**src/rtl/muldiv_hilo_unit.sv**
```systemverilog
// muldiv_hilo_unit: iterative multiply/divide unit holding the HI/LO pair.
// Handles MULTU/MULT (shift-add) and DIVU/DIV (restoring division), one
// iteration per clock for N clocks. It also handles MTHI/MTLO writes.
// Optional signed support is built when the macro MULDIV_SIGNED_EN is defined.
// Signed ops run on magnitudes and then pass through a one-cycle FIX state
// that restores the signs. Without the macro, op[0] is ignored and every op
// is unsigned.
module muldiv_hilo_unit #(
  parameter int N = 32
) (
  input  logic         clk,
  input  logic         reset,
  input  logic         start,
  input  logic [1:0]   op,
  input  logic [N-1:0] rs_data,
  input  logic [N-1:0] rt_data,
  input  logic         mthi,
  input  logic         mtlo,
  input  logic [N-1:0] wr_data,
  output logic         busy,
  output logic         done,
  output logic [N-1:0] hi,
  output logic [N-1:0] lo
);

  localparam int CW = $clog2(N) + 1;
  localparam logic [CW-1:0] CNT_LAST = CW'(N);
  localparam logic [CW-1:0] CNT_ONE  = CW'(1);

`ifdef MULDIV_SIGNED_EN
  typedef enum logic [2:0] {
    IDLE = 3'd0,
    MUL  = 3'd1,
    DIV  = 3'd2,
    FIX  = 3'd3,
    DONE = 3'd4
  } state_t;
`else
  typedef enum logic [2:0] {
    IDLE = 3'd0,
    MUL  = 3'd1,
    DIV  = 3'd2,
    DONE = 3'd4
  } state_t;
`endif

  state_t         state;
  logic [CW-1:0]  cnt;
  // acc_hi: upper product half / partial remainder.
  // acc_lo: multiplier being shifted out / dividend shifting into the quotient.
  logic [N-1:0]   acc_hi;
  logic [N-1:0]   acc_lo;
  // opb: multiplicand / divisor.
  logic [N-1:0]   opb;

  logic [N:0]     mul_sum;
  logic [N:0]     div_shift;
  logic [N:0]     div_diff;
  logic           div_ok;

  logic [N-1:0]   a_mag;
  logic [N-1:0]   b_mag;
  logic           move_ok;
  logic           iter_last;

`ifdef MULDIV_SIGNED_EN
  logic           fix_en;    // op was signed, route through FIX
  logic           is_div;    // FIX applies divide rules rather than product rule
  logic           neg_main;  // negate product / quotient
  logic           neg_rem;   // remainder takes the dividend's (negative) sign
  logic [2*N-1:0] prod_neg;
  logic [N-1:0]   fix_hi;
  logic [N-1:0]   fix_lo;
`else
  logic           unused_op0;
  assign unused_op0 = op[0];
`endif

  assign iter_last = (cnt == CNT_LAST);
  // Moves are only honoured while no op owns HI/LO; in IDLE a start takes priority.
  assign move_ok   = (state == DONE) || ((state == IDLE) && !start);

  // One shift-add step and one restoring-division step, evaluated every cycle.
  always_comb begin
    mul_sum   = {1'b0, acc_hi} + (acc_lo[0] ? {1'b0, opb} : {(N+1){1'b0}});
    div_shift = {acc_hi, acc_lo[N-1]};
    div_diff  = div_shift - {1'b0, opb};
    div_ok    = ~div_diff[N];
  end

  // Operand conditioning at launch: magnitudes for signed ops, raw values otherwise.
  always_comb begin
    a_mag = rs_data;
    b_mag = rt_data;
`ifdef MULDIV_SIGNED_EN
    if (op[0]) begin
      if (rs_data[N-1]) a_mag = -rs_data;
      if (rt_data[N-1]) b_mag = -rt_data;
    end
`endif
  end

`ifdef MULDIV_SIGNED_EN
  // Sign restoration applied on the FIX->DONE edge. A zero divisor keeps
  // the all-ones quotient, and the remainder sign fix returns the dividend.
  always_comb begin
    prod_neg = -{acc_hi, acc_lo};
    fix_hi   = acc_hi;
    fix_lo   = acc_lo;
    if (is_div) begin
      if (neg_main) fix_lo = -acc_lo;
      if (neg_rem)  fix_hi = -acc_hi;
    end else if (neg_main) begin
      fix_hi = prod_neg[2*N-1:N];
      fix_lo = prod_neg[N-1:0];
    end
  end
`endif

  // Control FSM, iteration datapath and HI/LO registers with registered busy/done.
  always_ff @(posedge clk or negedge reset) begin
    if (!reset) begin
      state    <= IDLE;
      cnt      <= '0;
      acc_hi   <= '0;
      acc_lo   <= '0;
      opb      <= '0;
      busy     <= 1'b0;
      done     <= 1'b0;
      hi       <= '0;
      lo       <= '0;
`ifdef MULDIV_SIGNED_EN
      fix_en   <= 1'b0;
      is_div   <= 1'b0;
      neg_main <= 1'b0;
      neg_rem  <= 1'b0;
`endif
    end else begin
      done <= 1'b0;

      if (move_ok) begin
        if (mthi) hi <= wr_data;
        if (mtlo) lo <= wr_data;
      end

      case (state)
        IDLE: begin
          if (start) begin
            acc_hi <= '0;
            acc_lo <= a_mag;
            opb    <= b_mag;
            cnt    <= '0;
            busy   <= 1'b1;
            state  <= op[1] ? DIV : MUL;
`ifdef MULDIV_SIGNED_EN
            fix_en   <= op[0];
            is_div   <= op[1];
            neg_main <= op[0] && (rs_data[N-1] ^ rt_data[N-1]) && (!op[1] || (|rt_data));
            neg_rem  <= op[0] && rs_data[N-1];
`endif
          end
        end

        MUL, DIV: begin
          if (!iter_last) begin
            cnt <= cnt + CNT_ONE;
            if (state == MUL) begin
              acc_hi <= mul_sum[N:1];
              acc_lo <= {mul_sum[0], acc_lo[N-1:1]};
            end else begin
              acc_hi <= div_ok ? div_diff[N-1:0] : div_shift[N-1:0];
              acc_lo <= {acc_lo[N-2:0], div_ok};
            end
          end else begin
`ifdef MULDIV_SIGNED_EN
            if (fix_en) begin
              state <= FIX;
            end else begin
              hi    <= acc_hi;
              lo    <= acc_lo;
              busy  <= 1'b0;
              done  <= 1'b1;
              state <= DONE;
            end
`else
            hi    <= acc_hi;
            lo    <= acc_lo;
            busy  <= 1'b0;
            done  <= 1'b1;
            state <= DONE;
`endif
          end
        end

`ifdef MULDIV_SIGNED_EN
        FIX: begin
          hi    <= fix_hi;
          lo    <= fix_lo;
          busy  <= 1'b0;
          done  <= 1'b1;
          state <= DONE;
        end
`endif

        DONE: begin
          state <= IDLE;
        end

        default: begin
          state <= IDLE;
          busy  <= 1'b0;
        end
      endcase
    end
  end

endmodule

```
**config.mk**
```make
export PLATFORM = sky130hd
export DESIGN_NAME = muldiv_hilo_unit
export DESIGN_NICKNAME = d
export VERILOG_FILES = /design/src/rtl/muldiv_hilo_unit.sv
export SDC_FILE = /design/constraint.sdc
export NUM_CORES = 1
export LEC_CHECK = 0
export CAP_MARGIN = 10
export CORE_AREA = 3 3 160 162
export CTS_CLUSTER_DIAMETER = 150
export CTS_CLUSTER_SIZE = 28
export DETAILED_ROUTE_END_ITERATION = 7
export DIE_AREA = 0 0 163 165
export GPL_TIMING_DRIVEN = 0
export HOLD_SLACK_MARGIN = 0.1
export PLACE_DENSITY = 0.73
export SETUP_SLACK_MARGIN = 0.1
export SYNTH_ARGS = -nofsm -noshare
export SYNTH_HDL_FRONTEND = slang
export SYNTH_SLANG_ARGS = --single-unit
```
**constraint.sdc**
```tcl
create_clock -name clk -period 3.9 [get_ports clk]
set_input_delay 0.78 -clock clk [delete_from_list [all_inputs] [get_ports clk]]
set_output_delay 0.78 -clock clk [all_outputs]
set_load 0.05 [all_outputs]
```
=== Yosys cells after proc, flatten, opt, wreduce, memory -nomap -nowiden ===
Cells that the tools add are included.

* Flip-flop bits (word level): 171
* Bits of input ports: 103
* Output and inout port bits: 66
* Logic and storage cells: 61

* $add $sub $neg: 3
* Equal/unequal tests: 7
* Mux-type cells: 30
* Bitwise gates (word level): 2
* Reductions and logical operators: 10

{| class="wikitable"
|+ Operator list
! cell !! count
|-
| $mux W32 || 16
|-
| $pmux W32 S2 || 2
|-
| $add A32 B32 Y33 || 1
|-
| $sub A33 B32 Y33 || 1
|-
| $mux W6 || 2
|-
| $pmux W6 S2 || 1
|-
| $add A6 B1 Y6 const B || 1
|-
| $eq A6 B6 Y1 const B || 1
|-
| $mux W3 || 2
|-
| $ne A2 B2 Y1 const B || 3
|-
| $pmux W3 S2 || 1
|-
| $reduce_and A3 Y1 || 2
|-
| $mux W1 || 4
|-
| $reduce_and A2 Y1 || 2
|-
| $eq A3 B1 Y1 const B || 1
|-
| $eq A3 B2 Y1 const B || 1
|-
| $eq A3 B3 Y1 const B || 1
|-
| $logic_not A3 Y1 || 1
|-
| $pmux W1 S3 || 1
|-
| $mux W2 || 1
|-
| $not A1 Y1 || 2
|-
| $reduce_bool A2 Y1 || 1
|-
| $reduce_or A2 Y1 || 1
|-
| $logic_and A1 B1 Y1 || 1
|-
| other kinds (2) || 2
|}

=== Logic depth before layout (Yosys ltp) ===
* Word-level depth: 6
* Mapped depth: 13
* Depth with buffers taken out: 13

=== Least setup slack after synthesis ===
OpenSTA, ideal clock, no wires.

* Kind: reg-to-reg
* Start point: register acc_lo[0]
* End point: register acc_hi[26]
* Library setup time: 140 ps
* Data arrival time: 2662 ps
* Data required time: 3760 ps
* Path slack: 1098 ps
* Stages on the path, launching flop included: 13
* Path buffers: 1
* Period minus slack after synthesis: 2802 ps
* Path through: dfrtp_1 -> clkbuf_1 -> and2_1 -> ha_1 -> a21oi_2 -> o311ai_0 -> o21ai_0 -> a21oi_1 -> or2_2 -> o21ai_1 -> o21ai_0 -> xnor2_1 -> o221ai_1

* Longest elaborated chain between the ends: 5

{| class="wikitable"
|+ RTL lines
! element !! line !! RTL
|-
| start: declaration || 52 || <nowiki>logic [N-1:0] acc_lo;</nowiki>
|-
| start signal: assignment || 150 || <nowiki>acc_lo <= a_mag;</nowiki>
|-
| start signal: assignment || 169 || <nowiki>acc_lo <= {mul_sum[0], acc_lo[N-1:1]};</nowiki>
|-
| start signal: assignment || 172 || <nowiki>acc_lo <= {acc_lo[N-2:0], div_ok};</nowiki>
|-
| $mux W32 || 85 || <nowiki>mul_sum = {1'b0, acc_hi} + (acc_lo[0] ? {1'b0, opb} : {(N+1){1'b0}});</nowiki>
|-
| $add A32 B32 Y33 || 85 ||
|-
| $mux W32 || 167 || <nowiki>if (state == MUL) begin</nowiki>
|-
| $mux W32 || 165 || <nowiki>if (!iter_last) begin</nowiki>
|-
| $pmux W32 S2 || 146 || <nowiki>case (state)</nowiki>
|-
| end signal: assignment || 168 || <nowiki>acc_hi <= mul_sum[N:1];</nowiki>
|-
| end signal: assignment || 171 || <nowiki>acc_hi <= div_ok ? div_diff[N-1:0] : div_shift[N-1:0];</nowiki>
|-
| end: declaration || 51 || <nowiki>logic [N-1:0] acc_hi;</nowiki>
|}

Every way passes these cells. The select of a mux whose other input is x is not followed.
A chain may end at the register's enable or synchronous reset.

=== Final worst setup path ===
* Start point: register acc_hi[14]
* End point: register acc_hi[23]

* Longest elaborated chain between the ends: 5
* Elaborated cells between the ends (all ways): 6
* Classes of those cells: 2 x add/sub; 4 x mux

{| class="wikitable"
|+ RTL lines
! element !! line !! RTL
|-
| $sub A33 B32 Y33 || 87 || <nowiki>div_diff = div_shift - {1'b0, opb};</nowiki>
|-
| $mux W32 || 171 ||
|-
| $mux W32 (*) || 167 ||
|-
| $mux W32 (*) || 165 ||
|-
| $pmux W32 S2 (*) || 146 ||
|}

Every way passes the cells marked *; elsewhere a longest branch is shown, timed or not. The select of a mux whose other input is x is not followed.

==> results.toml <==
[grt]
grt_pass1_vias = 11090
antenna_found_initial = 0
grt_usage_pct = 27.85
grt_max_degree = 90
grt_pass1_wl_um = 59480
grt.overflow.total = 0

[floorplanning]
dieWidth_um = 163
initial_core_util_pct = 48.60
die_area_um2 = 26900
fp.dieH_um = 165
row_count = 57
core_area_um2 = 24250
io_pins = 169

[clock_network]
clock_sinks = 171
clockBufferDepth = 2
clockRootBuffer = "clkbuf_16"
clk_latency_ps = 450
numCtsBuffers = 17
path_clk_slew_ps = 70
cts_htree_levels = 4
cts_tree = "yes"
cts_hold_buffers = 0

[logic_synthesis]
synth.top_cell.area_share_pct = 36.31
yosysTopAreaCell = "dfrtp_1"
syn_nets = 1578
synth_cell_types = 72
synthTopCellsByArea = "dfrtp_1 36%, nand2_1 8.1%, o21ai_0 7.6%, mux2i_1 7.1%, ha_1 7.0%"
synth_cells = 1407
yosysSeqAreaShare_pct = 36.31
ys_seq_elements = 171
synth-edff-count = 0
avgSynthCellArea_um2 = 8.375
synth_ff_type = "dfrtp_1"
async_reset_ff_share_pct = 100.0
synthesis.area_um2 = 11780
ys_warn_count = 0

[cells_and_area]
seqCellArea_um2 = 4279
finalInstanceArea_um2 = 14490
layout_common_cells = "254 x nand2_1, 178 x o21ai_0, 171 x dfrtp_1, 166 x clkdlybuf4s50_1, 127 x a21oi_1"
antennaDiodeCount = 0
area_delta_synth_final_pct = 22.97
layout_commonest_cell = "nand2_1"
layout-drive-gt1-share_pct = 4.792
utilization_pct = 59.76
nNetsFinal = 1765
fill_cells = 2134
multi_input_area_um2 = 6972

[power_and_ir_drop]
seqPwrFrac_pct = 24.4
p_comb_share_pct = 62.3
pwr-share-clk_pct = 13.3
p_leak_nw = 6.620
internal_power_mw = 6.312
ir_drop_mv = 0.4142
netSwitchingFraction_pct = 51.26
powerDensity_nw_per_um2 = 893.8
p_sw_mw = 6.639

[place]
portBuffers = 167
placed_area_um2 = 13890
gp_congestion = 0.9812
detailedPlacementHpwl_um = 28470

[job]
max-cap-violations = 0

[detailed_routing]
wirelength_um = 37360
vias = 11250
dr.pass1.iters = 5
drc_errors = 0
wl_per_cell_um = 19.34
drt_iter0_markers = 911
vias_per_cell = 5.824
final_antenna_net_count = 0

[critical_path]
r2r_setup_slack_ps = 200
cp.arrival_ps = 4010
r2r_cells = 10
worstSetupPathType = "register to register"
cp_max_fo = 10
r2r_start = "acc_hi[14]"
crit_family = "compound AO/OA/AOI/OAI gates"
path_cells = "ha_1, a21oi_1, o21ai_0, a211o_2, o21ai_0, a21boi_2, nor2_2, buf_4, mux2i_1, a21oi_1"
slowest_stage = "dfrtp_1"
cp_num_buf_inv = 1
setup.worst_path.start = "acc_hi[14]"
worst_setup_path_start_kind = "register"
cp.required_ps = 4210
max_stage_delay_ps = 490
reg2reg_to = "acc_hi[23]"
cp-end-kind = "register"

[sta]
hold_viol = 0
clock_skew_ps = 11.74
worst_pin_slew_ps = 883.5
slew_violations = 0
rsz0062_at_grt = "no"
period_share_pct = 94.80
clock.fmax_mhz = 270.5
setup_viol = 0
slew_headroom_pct = 41.10
fin_crit_ps = 3697

[status]
outcome = "completed"

[min_path]
hp-class = "primary input to async pin"
[how the worst max path moves through the flow]
stage	end	cells past startpoint	slack, ps
after floorplan	acc_hi[26]	12	1100
after global placement	acc_lo[7]	1	-5210
after detailed placement	acc_hi[26]	13	30
after CTS	acc_hi[23]	13	220
after global routing	acc_hi[26]	13	90
final	acc_hi[23]	10	200
[power groups by stage]
| stage | clock, mW | sequential (mW) | combinational, mW |
|---|---|---|---|
| after floorplan | 0 | 4.21 | 4.46 |
| after global placement | 0 | 3.16 | 7.80 |
| after detailed placement | 0 | 3.18 | 7.95 |
| after CTS | 1.73 | 3.15 | 7.99 |
| after global routing | 1.79 | 3.26 | 8.78 |
| final | 1.72 | 3.16 | 8.07 |
[cell families (layout without fill, tap and decap cells)]
group           Yosys count  after routing  share of synthesized area [%]
buf+inv                 128            328                          4.587
flops                   171            171                          36.31
simple gates            427            427                          16.26
compound gates          472            472                          24.07
fa+ha+maj                68             68                          7.348
mux                      86             86                          7.337
xor+xnor                 55             55                          4.088
[sequential cells by signal (all words and copies together) (netlist names)]
register,count
acc_hi,32
acc_lo,32
hi,32
lo,32
opb,32
cnt,6
state,3
busy,1
done,1
[synthesized netlist by cell type (11+ instances only)]
library cell and instances:
and2_1 36, nor2_1 45, nor3_1 14, inv_1 48, nand4_1 11, nand2_1 254
clkbuf_1 57, a21oi_1 128, mux2i_1 83, nand3_1 20, a211oi_1 12, dfrtp_1 171
ha_1 66, xnor2_1 31, a21o_1 43, a22oi_1 12, o21ai_0 178, o211ai_1 17
xor2_1 24
[cell type report]
| type | instances | share of cell area [%] |
|---|---|---|
| clock buffers | 18 | 3.031 |
| multi-input cells | 1108 | 48.11 |
| clock inverters | 14 | 1.028 |
| repair buffers | 168 | 11.76 |
| plain buffers | 80 | 2.495 |
| well taps | 324 | 2.798 |
| flip-flops and latches | 171 | 29.53 |
| inverters | 48 | 1.243 |
[metrics by stage]
stage | worst slack, ps | hold slack, ps | std cells | power [mW] | TNS (ps)
2_1_floorplan | 1098 | 450.4 | 1407 | 8.673 | 0
3_3_place_gp | -5207 | 468.7 | 1898 | 10.96 | -887330
3_5_place_dp | 31.82 | 481.6 | 1899 | 11.13 | 0
4_1_cts | 217.9 | 380.7 | 1931 | 12.87 | 0
5_1_grt | 89.66 | 404.2 | 1931 | 13.84 | 0
6_report | 203.0 | 348.3 | 1931 | 12.95 | 0
[per-layer routing]
metal  routed length, um  vias to the layer above  GRT usage [%]
li1                    -                     5369              -
met1               16500                     5341          38.35
met2               17260                      459          45.04
met3                2539                       77          4.264
met4                1051                        0          9.458
met5                   0                        -              0
[what timing repair did]
item / 4_1_cts / 5_1_grt
endpoints found under the setup margin: 1 / 11
cloned: 0 / 0
gates resized for setup: 1 / 2
buffers inserted: 0 / 0
Note: power is estimated with default switching activity, not from simulation.
